--- src/rtl/rr_arb_mux_if.sv ---
// rr_arb_mux_if: N producer lanes in, one registered valid/ready word out
interface rr_arb_mux_if #(
    parameter int N_CH  = 4,
    parameter int WIDTH = 8,
    parameter int SEL_W = 2
) ();
    logic [N_CH-1:0]       in_valid;
    logic [N_CH-1:0]       in_ready;
    logic [N_CH*WIDTH-1:0] in_data;
    logic                  out_valid;
    logic                  out_ready;
    logic [WIDTH-1:0]      out_data;
    logic [SEL_W-1:0]      out_ch;

    modport master (
        output in_valid, in_data, out_ready,
        input  in_ready, out_valid, out_data, out_ch
    );

    modport slave (
        input  in_valid, in_data, out_ready,
        output in_ready, out_valid, out_data, out_ch
    );
endinterface

--- src/rtl/rr_arb_mux.sv ---
// rr_arb_mux: round-robin N-channel mux with registered valid/ready output; RRMUX_FORCE_SEL_EN adds force_en/force_sel static select
module rr_arb_mux #(
    parameter int N_CH  = 4,
    parameter int WIDTH = 8,
    parameter int SEL_W = 2
) (
    input logic             clk,
    input logic             rst,
`ifdef RRMUX_FORCE_SEL_EN
    input logic             force_en,
    input logic [SEL_W-1:0] force_sel,
`endif
    rr_arb_mux_if.slave     bus
);
    logic [SEL_W-1:0] ptr, win_idx, out_ch;
    logic [N_CH-1:0]  elig, ge_mask, hi, grant;
    logic [WIDTH-1:0] win_data, out_data;
    logic             has, load, hold_ptr, out_valid;

    assign load    = !out_valid || bus.out_ready;
    assign ge_mask = ~((N_CH'(1) << ptr) - N_CH'(1));
`ifdef RRMUX_FORCE_SEL_EN
    // out-of-range force_sel shifts the one-hot out of the vector, leaving nothing eligible
    assign elig     = force_en ? bus.in_valid & (N_CH'(1) << force_sel) : bus.in_valid;
    assign hold_ptr = force_en;
`else
    assign elig     = bus.in_valid;
    assign hold_ptr = 1'b0;
`endif
    assign hi = elig & ge_mask;
    assign has = |elig;

    // lowest eligible channel at or above ptr wins, otherwise lowest eligible overall
    always_comb begin
        win_idx = '0;
        for (int k = N_CH - 1; k >= 0; k--) if (elig[k]) win_idx = SEL_W'(k);
        for (int k = N_CH - 1; k >= 0; k--) if (hi[k]) win_idx = SEL_W'(k);
    end

    // one-hot grant and AND-OR select of the winning word
    always_comb begin
        grant    = '0;
        win_data = '0;
        for (int k = 0; k < N_CH; k++) begin
            grant[k] = has && (win_idx == SEL_W'(k));
            win_data = win_data | (bus.in_data[k*WIDTH +: WIDTH] & {WIDTH{grant[k]}});
        end
    end

    assign bus.in_ready  = grant & {N_CH{load && !rst}};
    assign bus.out_valid = out_valid;
    assign bus.out_data  = out_data;
    assign bus.out_ch    = out_ch;

    // output register advances on load; pointer moves past the winner unless forced
    always_ff @(posedge clk or posedge rst) begin
        if (rst) begin
            out_valid <= 1'b0;
            out_data  <= '0;
            out_ch    <= '0;
            ptr       <= '0;
        end else if (load) begin
            out_valid <= has;
            if (has) begin
                out_data <= win_data;
                out_ch   <= win_idx;
                if (!hold_ptr) ptr <= (win_idx == SEL_W'(N_CH - 1)) ? '0 : win_idx + SEL_W'(1);
            end
        end
    end
endmodule

--- src/flat_wrapper.sv ---
// flat-port wrapper written by rule: the top's interface ports become plain ports
module rr_arb_mux_flat 
#(
    parameter int N_CH  = 4,
    parameter int WIDTH = 8,
    parameter int SEL_W = 2
)
  (clk, rst, bus_in_valid, bus_in_data, bus_out_ready, bus_in_ready, bus_out_valid, bus_out_data, bus_out_ch);
  rr_arb_mux_if #(.N_CH(N_CH), .WIDTH(WIDTH), .SEL_W(SEL_W)) bus_i ();
  input logic clk;
  input logic rst;
  input wire logic [$bits(bus_i.in_valid)-1:0] bus_in_valid;
  input wire logic [$bits(bus_i.in_data)-1:0] bus_in_data;
  input wire logic [$bits(bus_i.out_ready)-1:0] bus_out_ready;
  output wire logic [$bits(bus_i.in_ready)-1:0] bus_in_ready;
  output wire logic [$bits(bus_i.out_valid)-1:0] bus_out_valid;
  output wire logic [$bits(bus_i.out_data)-1:0] bus_out_data;
  output wire logic [$bits(bus_i.out_ch)-1:0] bus_out_ch;
  assign bus_i.in_valid = bus_in_valid;
  assign bus_i.in_data = bus_in_data;
  assign bus_i.out_ready = bus_out_ready;
  assign bus_in_ready = bus_i.in_ready;
  assign bus_out_valid = bus_i.out_valid;
  assign bus_out_data = bus_i.out_data;
  assign bus_out_ch = bus_i.out_ch;
  rr_arb_mux #(.N_CH(N_CH), .WIDTH(WIDTH), .SEL_W(SEL_W)) u_core (.clk(clk), .rst(rst), .bus(bus_i));
endmodule
--- config.mk ---
export PLATFORM = sky130hd
export DESIGN_NAME = rr_arb_mux_flat
export DESIGN_NICKNAME = d
export VERILOG_FILES = /design/src/rtl/rr_arb_mux_if.sv /design/src/rtl/rr_arb_mux.sv /design/src/flat_wrapper.sv
export SDC_FILE = /design/constraint.sdc
export NUM_CORES = 1
export LEC_CHECK = 0
export ABC_AREA = 1
export BUFFER_PORTS_ARGS = -buffer_cell sky130_fd_sc_hd__clkbuf_2
export CORE_AREA = 5 5 52 58
export DETAILED_ROUTE_END_ITERATION = 8
export DIE_AREA = 0 0 57 63
export PLACE_DENSITY_LB_ADDON = 0.25
export SYNTH_ARGS = -nofsm -noshare
export SYNTH_HDL_FRONTEND = slang
export SYNTH_SLANG_ARGS = --single-unit
--- constraint.sdc ---
create_clock -name clk -period 2.15 [get_ports clk]
set_input_delay 0.43 -clock clk [delete_from_list [all_inputs] [get_ports clk]]
set_output_delay 0.43 -clock clk [all_outputs]
set_load 0.05 [all_outputs]
== Word level (Yosys, flattened, before mapping) ==
Index checks and enable logic that the tools add are counted.

* Order comparisons: 0
* Equality and inequality tests: 3
* Reduce and logical (&&, ||, !) cells: 11
* Multiply operators: 0
* Muxes and demuxes: 9
* $add $sub $neg: 2
* Div/mod/pow operators: 0
* Bitwise logic cells: 10
* Shift operators: 1

{| class="wikitable"
|+ Operator list
! kind !! number
|-
| 8-bit bitwise AND || 4
|-
| 8-bit OR || 3
|-
| 2-bit two-way mux || 9
|-
| 4-bit bitwise AND || 2
|-
| 1-bit logical AND || 5
|-
| 2-bit equality test (second input constant) || 2
|-
| 4-bit inverter || 1
|-
| 4-bit OR reduction || 1
|-
| 1-bit by 2-bit << shifter with 4-bit output (first input constant) || 1
|-
| 4-bit by 2-bit subtractor with 4-bit output (second input constant) || 1
|-
| 2-bit by 1-bit adder with 2-bit output (second input constant) || 1
|-
| 2-bit by 1-bit equality test with 1-bit output (second input constant) || 1
|-
| 1-bit logical NOT || 2
|-
| 2-bit logical NOT || 1
|-
| 2-bit AND reduction || 1
|-
| 1-bit logical OR || 1
|}

* Memories kept: 0
* Output and inout bits: 15
* Input port bits: 39
* Memory bits (writable): 0
* Register bits after elaboration: 13
* Latch bits: 0
* Memory bits (read-only): 0
* Word-level logic and storage cells: 40

== Depth between registers and ports, before layout ==
* Word-level depth: 14
* Mapped depth: 14
* Mapped depth without buffers: 13

== Worst setup path after synthesis ==
No wires, ideal clock.

* Kind: input -> output
* From: input port bus_in_valid[1]
* To: output port bus_in_ready[3]
* Setup slack: -0.303 ns
* Arrival: 2.023 ns
* Required time: 1.720 ns
* Path buffers: 1
* Stages on the path: 9
* Cells stage by stage: inv_1 nor2_1 nor3b_1 nand2_1 inv_1 ha_1 clkbuf_1 nand2_1 nor2_1

* Cells in the longest elaborated chain, start to end: 9
* Elaborated cells between the ends (all ways): 11

{| class="wikitable"
|+ RTL lines
! element !! RTL line !! text
|-
| from (decl) || flat_wrapper.sv:12 || <nowiki>input wire logic [$bits(bus_i.in_valid)-1:0] bus_in_valid;</nowiki>
|-
| 2-bit two-way mux (2 in series) || rr_arb_mux.sv:36 || <nowiki>for (int k = N_CH - 1; k >= 0; k--) if (elig[k]) win_idx = SEL_W'(k);</nowiki>
|-
| 2-bit two-way mux (2 in series) || rr_arb_mux.sv:37 || <nowiki>for (int k = N_CH - 1; k >= 0; k--) if (hi[k]) win_idx = SEL_W'(k);</nowiki>
|-
| 2-bit two-way mux * (2 in series) || rr_arb_mux.sv:37 ||
|-
| net u_core.win_idx[1] || rr_arb_mux.sv:15 || <nowiki>logic [SEL_W-1:0] ptr, win_idx, out_ch;</nowiki>
|-
| 2-bit equality test * || rr_arb_mux.sv:45 || <nowiki>grant[k] = has && (win_idx == SEL_W'(k));</nowiki>
|-
| 1-bit logical AND * || rr_arb_mux.sv:45 ||
|-
| 4-bit bitwise AND * || rr_arb_mux.sv:50 || <nowiki>assign bus.in_ready = grant & {N_CH{load && !rst}};</nowiki>
|-
| to (decl) || flat_wrapper.sv:15 || <nowiki>output wire logic [$bits(bus_i.in_ready)-1:0] bus_in_ready;</nowiki>
|}

The timed path passes the listed nets; every way through them passes the cells marked *.

== Worst setup path in the final report ==
* From: register u_core.ptr[1]
* To: output port bus_in_ready[2]

* Cells in the longest elaborated chain, start to end: 11

{| class="wikitable"
|+ RTL lines
! element !! RTL line !! text
|-
| from (decl) || rr_arb_mux.sv:15 ||
|-
| from (signal assigned) || rr_arb_mux.sv:67 || <nowiki>if (!hold_ptr) ptr <= (win_idx == SEL_W'(N_CH - 1)) ? '0 : win_idx + SEL_W'(1);</nowiki>
|-
| 1-bit by 2-bit << shifter with 4-bit output * || rr_arb_mux.sv:21 || <nowiki>assign ge_mask = ~((N_CH'(1) << ptr) - N_CH'(1));</nowiki>
|-
| 4-bit by 2-bit subtractor with 4-bit output * || rr_arb_mux.sv:21 ||
|-
| 4-bit inverter * || rr_arb_mux.sv:21 ||
|-
| 4-bit bitwise AND * || rr_arb_mux.sv:30 || <nowiki>assign hi = elig & ge_mask;</nowiki>
|-
| 2-bit two-way mux (3 in series) || rr_arb_mux.sv:37 ||
|-
| 2-bit two-way mux * || rr_arb_mux.sv:37 ||
|-
| net u_core.win_idx[1] || rr_arb_mux.sv:15 ||
|-
| 2-bit equality test * || rr_arb_mux.sv:45 ||
|-
| 1-bit logical AND * || rr_arb_mux.sv:45 ||
|-
| 4-bit bitwise AND * || rr_arb_mux.sv:50 ||
|}

Marks and branches as above.

==> flow_summary.toml <==
[pwr]
power_leakage_nw = 0.863
ir_drop_v = 0.000750
p_per_area_nw_per_um2 = 1150
p_total_mw = 1.72

[timing]
fin_ws_ns = -0.0986
rsz0062_at_grt = "yes"
tightest_slew_ns = 0.360
fmax_mhz = 445
fin_crit_sh = 1.05
hold_viol_final = 0
period_minus_slack_ns = 2.25
skew_ns = 0.00132
slew-limit-headroom = 0.759
setup_violations = 4
drv_slew = 0

[clock_network]
cts_sinks = 13
cts_inserted_buffers = 3
cts_tree = "done"
ctsHoldBuffers = 0
insertion_delay_ns = 0.27
clk_pin_slew_ns = 0.08
root_buffer = "clkbuf_4"
htree_num_levels = 1
ctsLongestPathBuffers = 2

[placement]
pre_cts_ws_ns = -0.0393
port_buffers = 53
dp_hpwl_um = 2340
globalplace.congestion = 0.866

[setup_path]
r2r-start = "u_core.ptr[1]$_DFFE_PP0P_"
reg2regPathDepth = 13
cp_max_fo = 4
crit_required_ns = 1.72
max_stage_delay_ns = 0.45
crit_family = "simple AND/OR/NAND/NOR gates"
reg2reg_setup_slack_ns = 0.28
arrival_ns = 1.82
slowest_stage = "dfrtp_2"
regToRegEndpoint = "u_core.bus.out_data[3]$_DFFE_PP0P_"
critPathKind = "register to primary output"
endpoint_kind = "primary output"
path_cells = "nor2_4, nand2_2, nor3b_4, nand2_2, inv_4, ha_4, nand2_4, nor2_4, buf_8"
critPathBufInv = 2
cp-start-kind = "register"

[yosys]
synth_flop_cell = "dfrtp_1"
netlist_top_cells_count = "nand2_1, nor2_1, nand3_1"
syn_inst = 161
synth.mux.area_fraction = 0
synth_cell_types = 15
synth_xor_area_frac = 0
yosys.area_share.simple = 0.487
synth_top_family_by_area = "simple AND/OR/NAND/NOR gates"
ys_seq_area_frac = 0.327
ys_ff_latch = 13
synth.top_cell.area_share = 0.327
synth-compound-area-share = 0.0101
synthesis.nets = 204
synth.avg_cell_area_um2 = 6.17
yosysMostFrequentCell = "nand2_1"
synthAdderAreaFrac = 0.0504
async_flop_share = 1.00
synth_edf_count = 0
yosys-top-cells-area = "dfrtp_1, nand2_1, nor2_1"
ys_warn_count = 0
netlist_area_um2 = 993
post-synth-top-area-cell = "dfrtp_1"

[die]
die_y_um = 63
fp.dieW_um = 57
initial_core_util = 0.410
io_pins = 54
core_area_um2 = 2420
die_area_um2 = 3590
num_rows = 19

[route]
route.vias.total = 1199
routed_wl_um = 2960
drcViolationCount = 0
postRouteAntennaNets = 0
drt-pass1-iter-count = 4
drt_iter0_markers = 41
vias_per_cell = 4.83
routed_wire_length_per_instance_um = 11.9

[finish]
antennaDiodeCount = 0
drive_above_1_share = 0.419
syn_to_final_growth_pct = 50.8
final_nets = 261
fillCellCount = 238

[global_route]
antenna_found_initial = 0
grt_pass1_vias = 1158
grt_pass1_wl_um = 4660
globalRouteOverflowTotal = 0
grt_max_degree = 19
grt_use_total = 0.158

[outcome]
status = "complete, but fails checks"
violations = "setup timing"

[min_path]
hold_class = "primary input to asynchronous set/reset pin"

[job]
drv_cap = 0
-- flip-flops by register name (all words and copies together) (netlist names) --
register and flops:
u_core.ptr 2, u_core.bus.out_data 8, u_core.bus.out_ch 2, u_core.bus.out_valid 1
-- stage by stage --
| stage | TNS (ns) | area, µm² | cells | utilization | hold WS [ns] |
|---|---|---|---|---|---|
| 6_report | -0.321 | 1500 | 248 | 0.618 | 0.158 |
| 5_1_grt | -0.703 | 1500 | 248 | 0.618 | 0.175 |
| 4_1_cts | -0.0788 | 1380 | 247 | 0.568 | 0.163 |
| 3_5_place_dp | -0.0393 | 1320 | 243 | 0.543 | 0.459 |
| 3_3_place_gp | 0 | 1320 | 243 | 0.543 | 0.452 |
| 2_1_floorplan | -0.0927 | 1010 | 161 | - | 0.315 |
-- layer usage --
layer,share of wire,up-vias,global-route usage
met5,0,-,0
met1,0.36,546,0.176
met4,0.0081,0,0.0406
li1,-,601,-
met2,0.55,48,0.291
met3,0.083,4,0.0393
-- layout make-up --
class                           count  area [µm²]  area share
Multi-Input combinational cell    123         668       0.446
Timing Repair Buffer               61         374       0.250
Sequential cell                    13         328       0.219
Inverter                           16        62.6      0.0418
Tap cell                           31        38.8      0.0259
Clock buffer                        4        26.3      0.0175
-- report_power, final --
| part | internal [mW] | leakage, nW | switching, mW |
|---|---|---|---|
| Combinational | 0.383 | 0.699 | 0.763 |
| Clock | 0.0718 | 0.0150 | 0.0763 |
| Sequential | 0.347 | 0.149 | 0.0797 |
| Total | 0.802 | 0.863 | 0.919 |
-- worst max-delay path by stage --
| stage | start | cells past startpoint | endpoint |
|---|---|---|---|
| finish | u_core.ptr[1]$_DFFE_PP0P_ | 9 | bus_in_ready[2] |
| CTS | u_core.ptr[1]$_DFFE_PP0P_ | 10 | bus_in_ready[0] |
| global placement | bus_in_valid[1] | 10 | bus_in_ready[2] |
| global route | u_core.ptr[1]$_DFFE_PP0P_ | 9 | bus_in_ready[3] |
| floorplan | bus_in_valid[1] | 9 | bus_in_ready[3] |
| detailed placement | bus_in_valid[1] | 10 | bus_in_ready[2] |
-- cell usage in the layout, fill, tap and decap left out --
cell,instances
nand3_1,25
nor3b_4,1
inv_4,1
nand2_1,41
inv_1,13
clkbuf_1,1
dfrtp_2,2
buf_12,1
buf_8,3
nand2_4,3
buf_4,7
o21ai_0,2
clkbuf_4,3
nand2_2,6
buf_6,1
nor2_1,33
nor2_4,5
clkbuf_2,49
inv_2,2
nor2_2,3
ha_4,3
ha_2,1
dfrtp_1,11
-- timing repair --
action | CTS | global route
pin swaps | 0 | 12
setup buffers | 0 | 1
hold endpoints to repair | 0 | 0
resized for setup | 8 | 32
setup endpoints to repair | 4 | 4
-- worst reg2reg max path: stages, from the launching register on --
cell and delay (ns):
dfrtp_2 0.47, nor2_4 0.13, nand2_2 0.07, nor3b_4 0.16, nand2_2 0.14, inv_4 0.07, ha_4 0.17, buf_4 0.15
nand2_1 0.06, inv_1 0.03, nor2_1 0.09, nand2_1 0.06, nor2_1 0.11, nor2_1 0.06
-- kinds of logic (layout without fill, tap and decap cells) --
family / Yosys count / in the layout
AOI/OAI and AO/OA: 2 / 2
and+or+nand+nor: 117 / 117
adders and majority gates: 4 / 4
DFF: 13 / 13
buffers and inverters: 25 / 81
Note: power is estimated with default switching activity, not from simulation.
